## src/rtl/jornal_input_conditioner.sv

```systemverilog
// Conditions the six raw panel/coin lines (sync, debounce, rising edge) and feeds
// the vending FSM one registered pulse at a time through a priority arbiter.
module jornal_input_conditioner #(
  parameter int DEB_CYCLES = 16,
  parameter int CNT_W      = 8,
  parameter int GAP_CYCLES = 2
) (
  input  logic clk,
  input  logic rst,
  input  logic raw_inicio,
  input  logic raw_c,
  input  logic raw_u,
  input  logic raw_jl,
  input  logic raw_jn,
  input  logic raw_dt,
  output logic inicio,
  output logic c,
  output logic u,
  output logic jl,
  output logic jn,
  output logic dt,
  output logic busy
);

  localparam int GW = (GAP_CYCLES > 1) ? $clog2(GAP_CYCLES) : 1;

  typedef enum logic [1:0] {IDLE, PULSE, GAP} state_t;

  // Line index: 0 inicio, 1 c, 2 u, 3 jl, 4 jn, 5 dt
  logic [5:0] raw_vec;
  logic [5:0] s1_reg, s2_reg;
  logic [5:0] db_vec;
  logic [5:0] rise;
  logic [5:0] pend_reg;
  logic [5:0] sel_reg, sel_next;
  logic [5:0] out_reg;
  logic [5:0] clr;
  state_t     state_reg;
  logic [GW-1:0] gap_reg;

  assign raw_vec = {raw_dt, raw_jn, raw_jl, raw_u, raw_c, raw_inicio};

  always_ff @(posedge clk or negedge rst) begin
    if (!rst) begin
      s1_reg <= '0;
      s2_reg <= '0;
    end else begin
      s1_reg <= raw_vec;
      s2_reg <= s1_reg;
    end
  end

  generate
    for (genvar gi = 0; gi < 6; gi++) begin : g_deb
      logic [CNT_W-1:0] cnt_reg;
      logic             db_reg;
      logic             at_limit;

      assign at_limit   = (cnt_reg == CNT_W'(DEB_CYCLES - 1));
      assign db_vec[gi] = db_reg;
      // The flip to 1 and the pending set land on the same edge
      assign rise[gi]   = s2_reg[gi] & ~db_reg & at_limit;

      always_ff @(posedge clk or negedge rst) begin
        if (!rst) begin
          cnt_reg <= '0;
          db_reg  <= 1'b0;
        end else if (s2_reg[gi] == db_reg) begin
          cnt_reg <= '0;
        end else if (at_limit) begin
          db_reg  <= s2_reg[gi];
          cnt_reg <= '0;
        end else begin
          cnt_reg <= cnt_reg + 1'b1;
        end
      end
    end
  endgenerate

  // Priority dt > c > u > jl > jn > inicio, one-hot result
  always_comb begin
    sel_next = '0;
    if (pend_reg[5])      sel_next = 6'b100000;
    else if (pend_reg[1]) sel_next = 6'b000010;
    else if (pend_reg[2]) sel_next = 6'b000100;
    else if (pend_reg[3]) sel_next = 6'b001000;
    else if (pend_reg[4]) sel_next = 6'b010000;
    else if (pend_reg[0]) sel_next = 6'b000001;
  end

  assign clr = (state_reg == PULSE) ? sel_reg : 6'b0;

  always_ff @(posedge clk or negedge rst) begin
    if (!rst) begin
      state_reg <= IDLE;
      sel_reg   <= '0;
      out_reg   <= '0;
      gap_reg   <= '0;
      pend_reg  <= '0;
    end else begin
      // A new rise on the served line wins over the clear
      pend_reg <= (pend_reg & ~clr) | rise;
      case (state_reg)
        IDLE: begin
          out_reg <= '0;
          if (|pend_reg) begin
            state_reg <= PULSE;
            sel_reg   <= sel_next;
            out_reg   <= sel_next;
          end
        end
        PULSE: begin
          out_reg <= '0;
          if (GAP_CYCLES > 0) begin
            state_reg <= GAP;
            gap_reg   <= '0;
          end else begin
            state_reg <= IDLE;
          end
        end
        GAP: begin
          out_reg <= '0;
          if (gap_reg == GW'(GAP_CYCLES - 1)) state_reg <= IDLE;
          else                                gap_reg   <= gap_reg + 1'b1;
        end
        default: begin
          out_reg   <= '0;
          state_reg <= IDLE;
        end
      endcase
    end
  end

  assign inicio = out_reg[0];
  assign c      = out_reg[1];
  assign u      = out_reg[2];
  assign jl     = out_reg[3];
  assign jn     = out_reg[4];
  assign dt     = out_reg[5];
  assign busy   = (|pend_reg) | (state_reg != IDLE);

endmodule
```

## config.mk

```make
export PLATFORM = sky130hd
export DESIGN_NAME = jornal_input_conditioner
export DESIGN_NICKNAME = d
export VERILOG_FILES = /design/src/rtl/jornal_input_conditioner.sv
export SDC_FILE = /design/constraint.sdc
export NUM_CORES = 1
export LEC_CHECK = 0
export ABC_AREA = 1
export CORE_UTILIZATION = 50
export CTS_CLUSTER_SIZE = 20
export DETAILED_ROUTE_END_ITERATION = 7
export DONT_BUFFER_PORTS = 1
export GPL_TIMING_DRIVEN = 0
export PLACE_DENSITY_LB_ADDON = 0.1
export SYNTH_ARGS = -nofsm -noshare
export SYNTH_HDL_FRONTEND = slang
export SYNTH_SLANG_ARGS = --single-unit
```

## constraint.sdc

```tcl
create_clock -name clk -period 3.7 [get_ports clk]
set_input_delay 1.11 -clock clk [delete_from_list [all_inputs] [get_ports clk]]
set_output_delay 1.11 -clock clk [all_outputs]
set_load 0.005 [all_outputs]
```

# After elaboration in Yosys (flattened, before gate mapping)
# Cells that the tools add are included.
# classes
magnitude_cmp	0
bitwise	28
addsub	7
muxes	26
n_eq_ne	16
n_reduce_logical	12
div_mod_pow	0
shifts	0
multipliers	0
# op_table
operator	count
$mux W8	12
$add A8 B1 Y8 const B	6
$eq A8 B4 Y1 const B	6
$mux W6	4
$mux W5	4
$reduce_and A2 Y1	8
$and A1 B1 Y1	12
$not A1 Y1	12
$and A6 B6 Y6	1
$eq A1 B1 Y1	6
$not A6 Y6	1
$or A6 B6 Y6	1
$pmux W2 S3	1
$reduce_or A6 Y1	1
$mux W2	2
$ne A2 B2 Y1 const B	2
$reduce_bool A2 Y1	2
$eq A2 B1 Y1 const B	1
$eq A2 B2 Y1 const B	1
$logic_not A2 Y1	1
$mux W1	2
$pmux W1 S2	1
$add A1 B1 Y1 const B	1
$or A1 B1 Y1	1
# totals
mem_bits_ro	0
latchBits	0
mem_bits_rw	0
n_memories	0
reg_bits	87
inputBits	8
out_inout_bits	7

# Logic depth before layout (Yosys ltp)
# Gate-level depths: netlist of the first run.
# depth
ltp_word	8
mapped_depth	8
mapped_depth_nobuf	8

# Worst setup path after synthesis of the first run
# No wires, ideal clock.
# synth_path
path_type	reg2out
startpoint	reg state_reg[0]
endpoint	out busy
slack_ns	1.718
n_path_buf	1
arrival_time_ns	0.872
t_required_ns	2.590
stages_incl_launch_ff	5
path_cell_list	dfrtp_1 inv_1 ha_1 buf_6 nand4_2
# synth_via
elab_chain_len	2
# synth_lines
element	line	source
from (decl)	38	state_t state_reg;
from (signal assigned)	95	state_reg <= IDLE;
from (signal assigned)	107	state_reg <= PULSE;
from (signal assigned)	115	state_reg <= GAP;
$reduce_bool A2 Y1	140	assign busy = (|pend_reg) | (state_reg != IDLE);
$or A1 B1 Y1	140	
to (decl)	22	output logic busy
# Every way passes these cells.

# Worst setup path after layout of the first run
# layout_path
startpoint	reg state_reg[1]
endpoint	out busy
# The elaborated chain is that of the path after synthesis.

==> results of run 1 <==
[through the flow]
stage               area (sq um)  cells  worst slack (ns)  utilization  power (mW)
floorplan                   3940    440              1.72            -        1.08
global placement            4070    542              1.61        0.530        1.10
detailed placement          4070    542              1.58        0.530        1.10
CTS                         4260    558              1.19        0.554        1.75
global route                4260    558              1.14        0.554        1.80
finish                      4260    558              1.22        0.554        1.72
[layout by cell type (no fill, tap or decap), types with 8 or more instances in the layout]
cell / Yosys / layout
a21oi_1: 17 / 17
clkbuf_8: 0 / 10
dfrtp_1: 87 / 87
ha_1: 16 / 16
inv_1: 56 / 56
inv_2: 14 / 14
nand2_1: 94 / 94
nand3_1: 27 / 27
nand4_1: 13 / 13
nor2_1: 52 / 52
o21ai_0: 8 / 8
o21ai_1: 12 / 12
xor2_1: 12 / 12
[final cells by class]
class                   instances  area share
flip-flops and latches         87       0.511
multi-input cells             279       0.347
inverters                      73      0.0649
clock buffers                  12      0.0341
well taps                     102      0.0299
clock inverters                 4      0.0106
plain buffers                   1     0.00264
[routing by layer]
metal | track usage | wire [microns]
met4 | 0.0767 | 111
met5 | 0 | 0
met1 | 0.203 | 3030
met2 | 0.293 | 3050
met3 | 0.0412 | 160
[where the power goes]
group | switching, mW | total [mW] | internal [mW] | leakage (nW)
sequential | 0.0198 | 0.997 | 0.977 | 1.17
combinational | 0.0542 | 0.0861 | 0.0319 | 0.911
clock | 0.310 | 0.638 | 0.328 | 0.100
[cell families after synthesis]
group,count (synthesis)
and+or+nand+nor,206
AOI/OAI and AO/OA,45
DFF,87
xor gates and xnor gates,12
buffers and inverters,74
adders and majority gates,16
[critical path, stage by stage (launching register included)]
cell and delay, ns:
dfrtp_1 0.40, inv_1 0.12, ha_1 0.18, buf_6 0.14, nand4_2 0.19
[worst paths after layout]
kind	from	cells after the start	to
min reg2reg	s1_reg[3]$_DFF_PN0_	0	s2_reg[3]$_DFF_PN0_
max	state_reg[1]$_DFFE_PN0P_	4	busy
min in group asynchronous	rst	0	out_reg[2]$_DFF_PN0_
min	s1_reg[3]$_DFF_PN0_	0	s2_reg[3]$_DFF_PN0_
max reg2reg	state_reg[1]$_DFFE_PN0P_	7	state_reg[1]$_DFFE_PN0P_
max in group asynchronous	rst	0	g_deb[0].cnt_reg[7]$_DFF_PN0_
==> flow_metrics.env, run 1 <==
export IMPL_clock_path_buffers=2
export IMPL_layout_drive_gt1_share=0.112
export IMPL_firstDrtPassIters=5
export IMPL_drc=0
export IMPL_dieArea_sq_um=8250
export IMPL_synth_area_leader_cell="dfrtp_1"
export IMPL_p_per_area_nw_per_um2=404
export IMPL_rows=32
export IMPL_cp_start_kind="flop"
export IMPL_final_period_utilization=0.669
export IMPL_power_leakage_nw=2.18
export IMPL_rrSetupSlack_ns=2.38
export IMPL_cts_hold_buf=0
export IMPL_relSlewSlack=0.839
export IMPL_synthTopCellsByCount="94 x nand2_1, 87 x dfrtp_1, 56 x inv_1"
export IMPL_synth_distinct_cells=26
export IMPL_clock_sinks=87
export IMPL_nNetsFinal=475
export IMPL_max_cap_violations=0
export IMPL_synth_most_common_cell="nand2_1"
export IMPL_ant_nets=0
export IMPL_cts_buffers=9
export IMPL_place_congestion=0.789
export IMPL_syn_nets=464
export IMPL_synth_avg_cell_area_sq_um=8.96
export IMPL_ys_ff_latch=87
export IMPL_dieHeight_microns=90.8
export IMPL_grt_overflow_total=0
export IMPL_syn_inst=440
export IMPL_synth_top_area_frac=0.552
export IMPL_fin_skew_ns=0.00952
export IMPL_regArea_sq_um=2180
export IMPL_cts_tree="built"
export IMPL_ys_warn_count=0
export IMPL_cts_root_buf="clkbuf_8"
export IMPL_cts_repair_resized=0
export IMPL_fin_crit_ns=2.48
export IMPL_grt_pass1_vias=2642
export IMPL_hold_path_class="reg -> reg"
export IMPL_ir_worst_vdd_mv=0.295
export IMPL_netlist_area_sq_um=3940
export IMPL_hold_viol=0
export IMPL_num_io_pins=15
export IMPL_die_x_microns=90.8
export IMPL_synth_simple_gate_area_share=0.234
export IMPL_core_sq_um=7690
export IMPL_area_delta_synth_final_pct=8.06
export IMPL_max_freq_mhz=404
export IMPL_synth_ff_type="dfrtp_1"
export IMPL_synth_compound_area_frac=0.0631
export IMPL_synthXorXnorAreaFrac=0.0266
export IMPL_tns_ns=0
export IMPL_endpoint_kind="output port"
export IMPL_synth_edf_count=0
export IMPL_multi_input_area_sq_um=1480
export IMPL_grt_pass1_wl_microns=11200
export IMPL_clk_pin_slew_ns=0.08
export IMPL_worst_slew_pin_slew_ns=0.240
export IMPL_antenna_diode_count=0
export IMPL_avgViaCountPerCell=4.85
export IMPL_ys_top_cells_by_area="dfrtp_1 55%, nand2_1 8.9%, inv_1 5.3%"
export IMPL_grt_start_max_net_pins=88
export IMPL_insertion_delay_ns=0.35
export IMPL_crit_type="reg -> out"
export IMPL_status="finished, final reports clean"
export IMPL_wire_per_inst_microns=11.4
export IMPL_antenna_found_initial=0
export IMPL_largest_reg_flops=48
export IMPL_holdWs_ns=0.350
export IMPL_cp_required_ns=2.59
export IMPL_vias=2707
export IMPL_hpwlAfterDp_microns=4510
export IMPL_cp_max_fo=8
export IMPL_drv_slew=0
export IMPL_h_tree_depth=3
export IMPL_start_util=0.513
export IMPL_yosys_area_share_adder=0.0508
export IMPL_arrival_ns=1.37
export IMPL_synthMuxAreaShare=0
export IMPL_port_buffer_count=0
export IMPL_fillers=709
export IMPL_rsz0062_at_grt="no"
export IMPL_synth_seq_area_share=0.552
export IMPL_drt_iter0_drc=100
export IMPL_grt_total_usage=0.171
export IMPL_setup_viol=0
export IMPL_wirelength_microns=6340
export IMPL_synthArstFlopShare=1.00
export IMPL_synth_top_family_by_area="simple AND/OR/NAND/NOR gates"
export IMPL_post_cts_buffers=0
No activity file was read; power rests on OpenSTA's default activity.
==> run 2, diff against run 1 <==
==> constraint.sdc (replaced) <==
create_clock -name clk -period 2.4 [get_ports clk]
set_input_delay 0.72 -clock clk [delete_from_list [all_inputs] [get_ports clk]]
set_output_delay 0.72 -clock clk [all_outputs]
set_load 0.005 [all_outputs]
==> results of run 2 <==
Same layout as run 1 (identical final DEF). Status: finished, final reports clean.
Main changes from that run: setup slack after placement 1.58 ns -> 0.671 ns; setup slack after layout 1.22 ns -> 0.315 ns; hold slack 0.350 ns -> 0.0609 ns; register-to-register setup slack 2.38 ns -> 1.08 ns; total power 1.72 mW -> 2.65 mW; worst IR drop on VDD 0.295 mV -> 0.455 mV
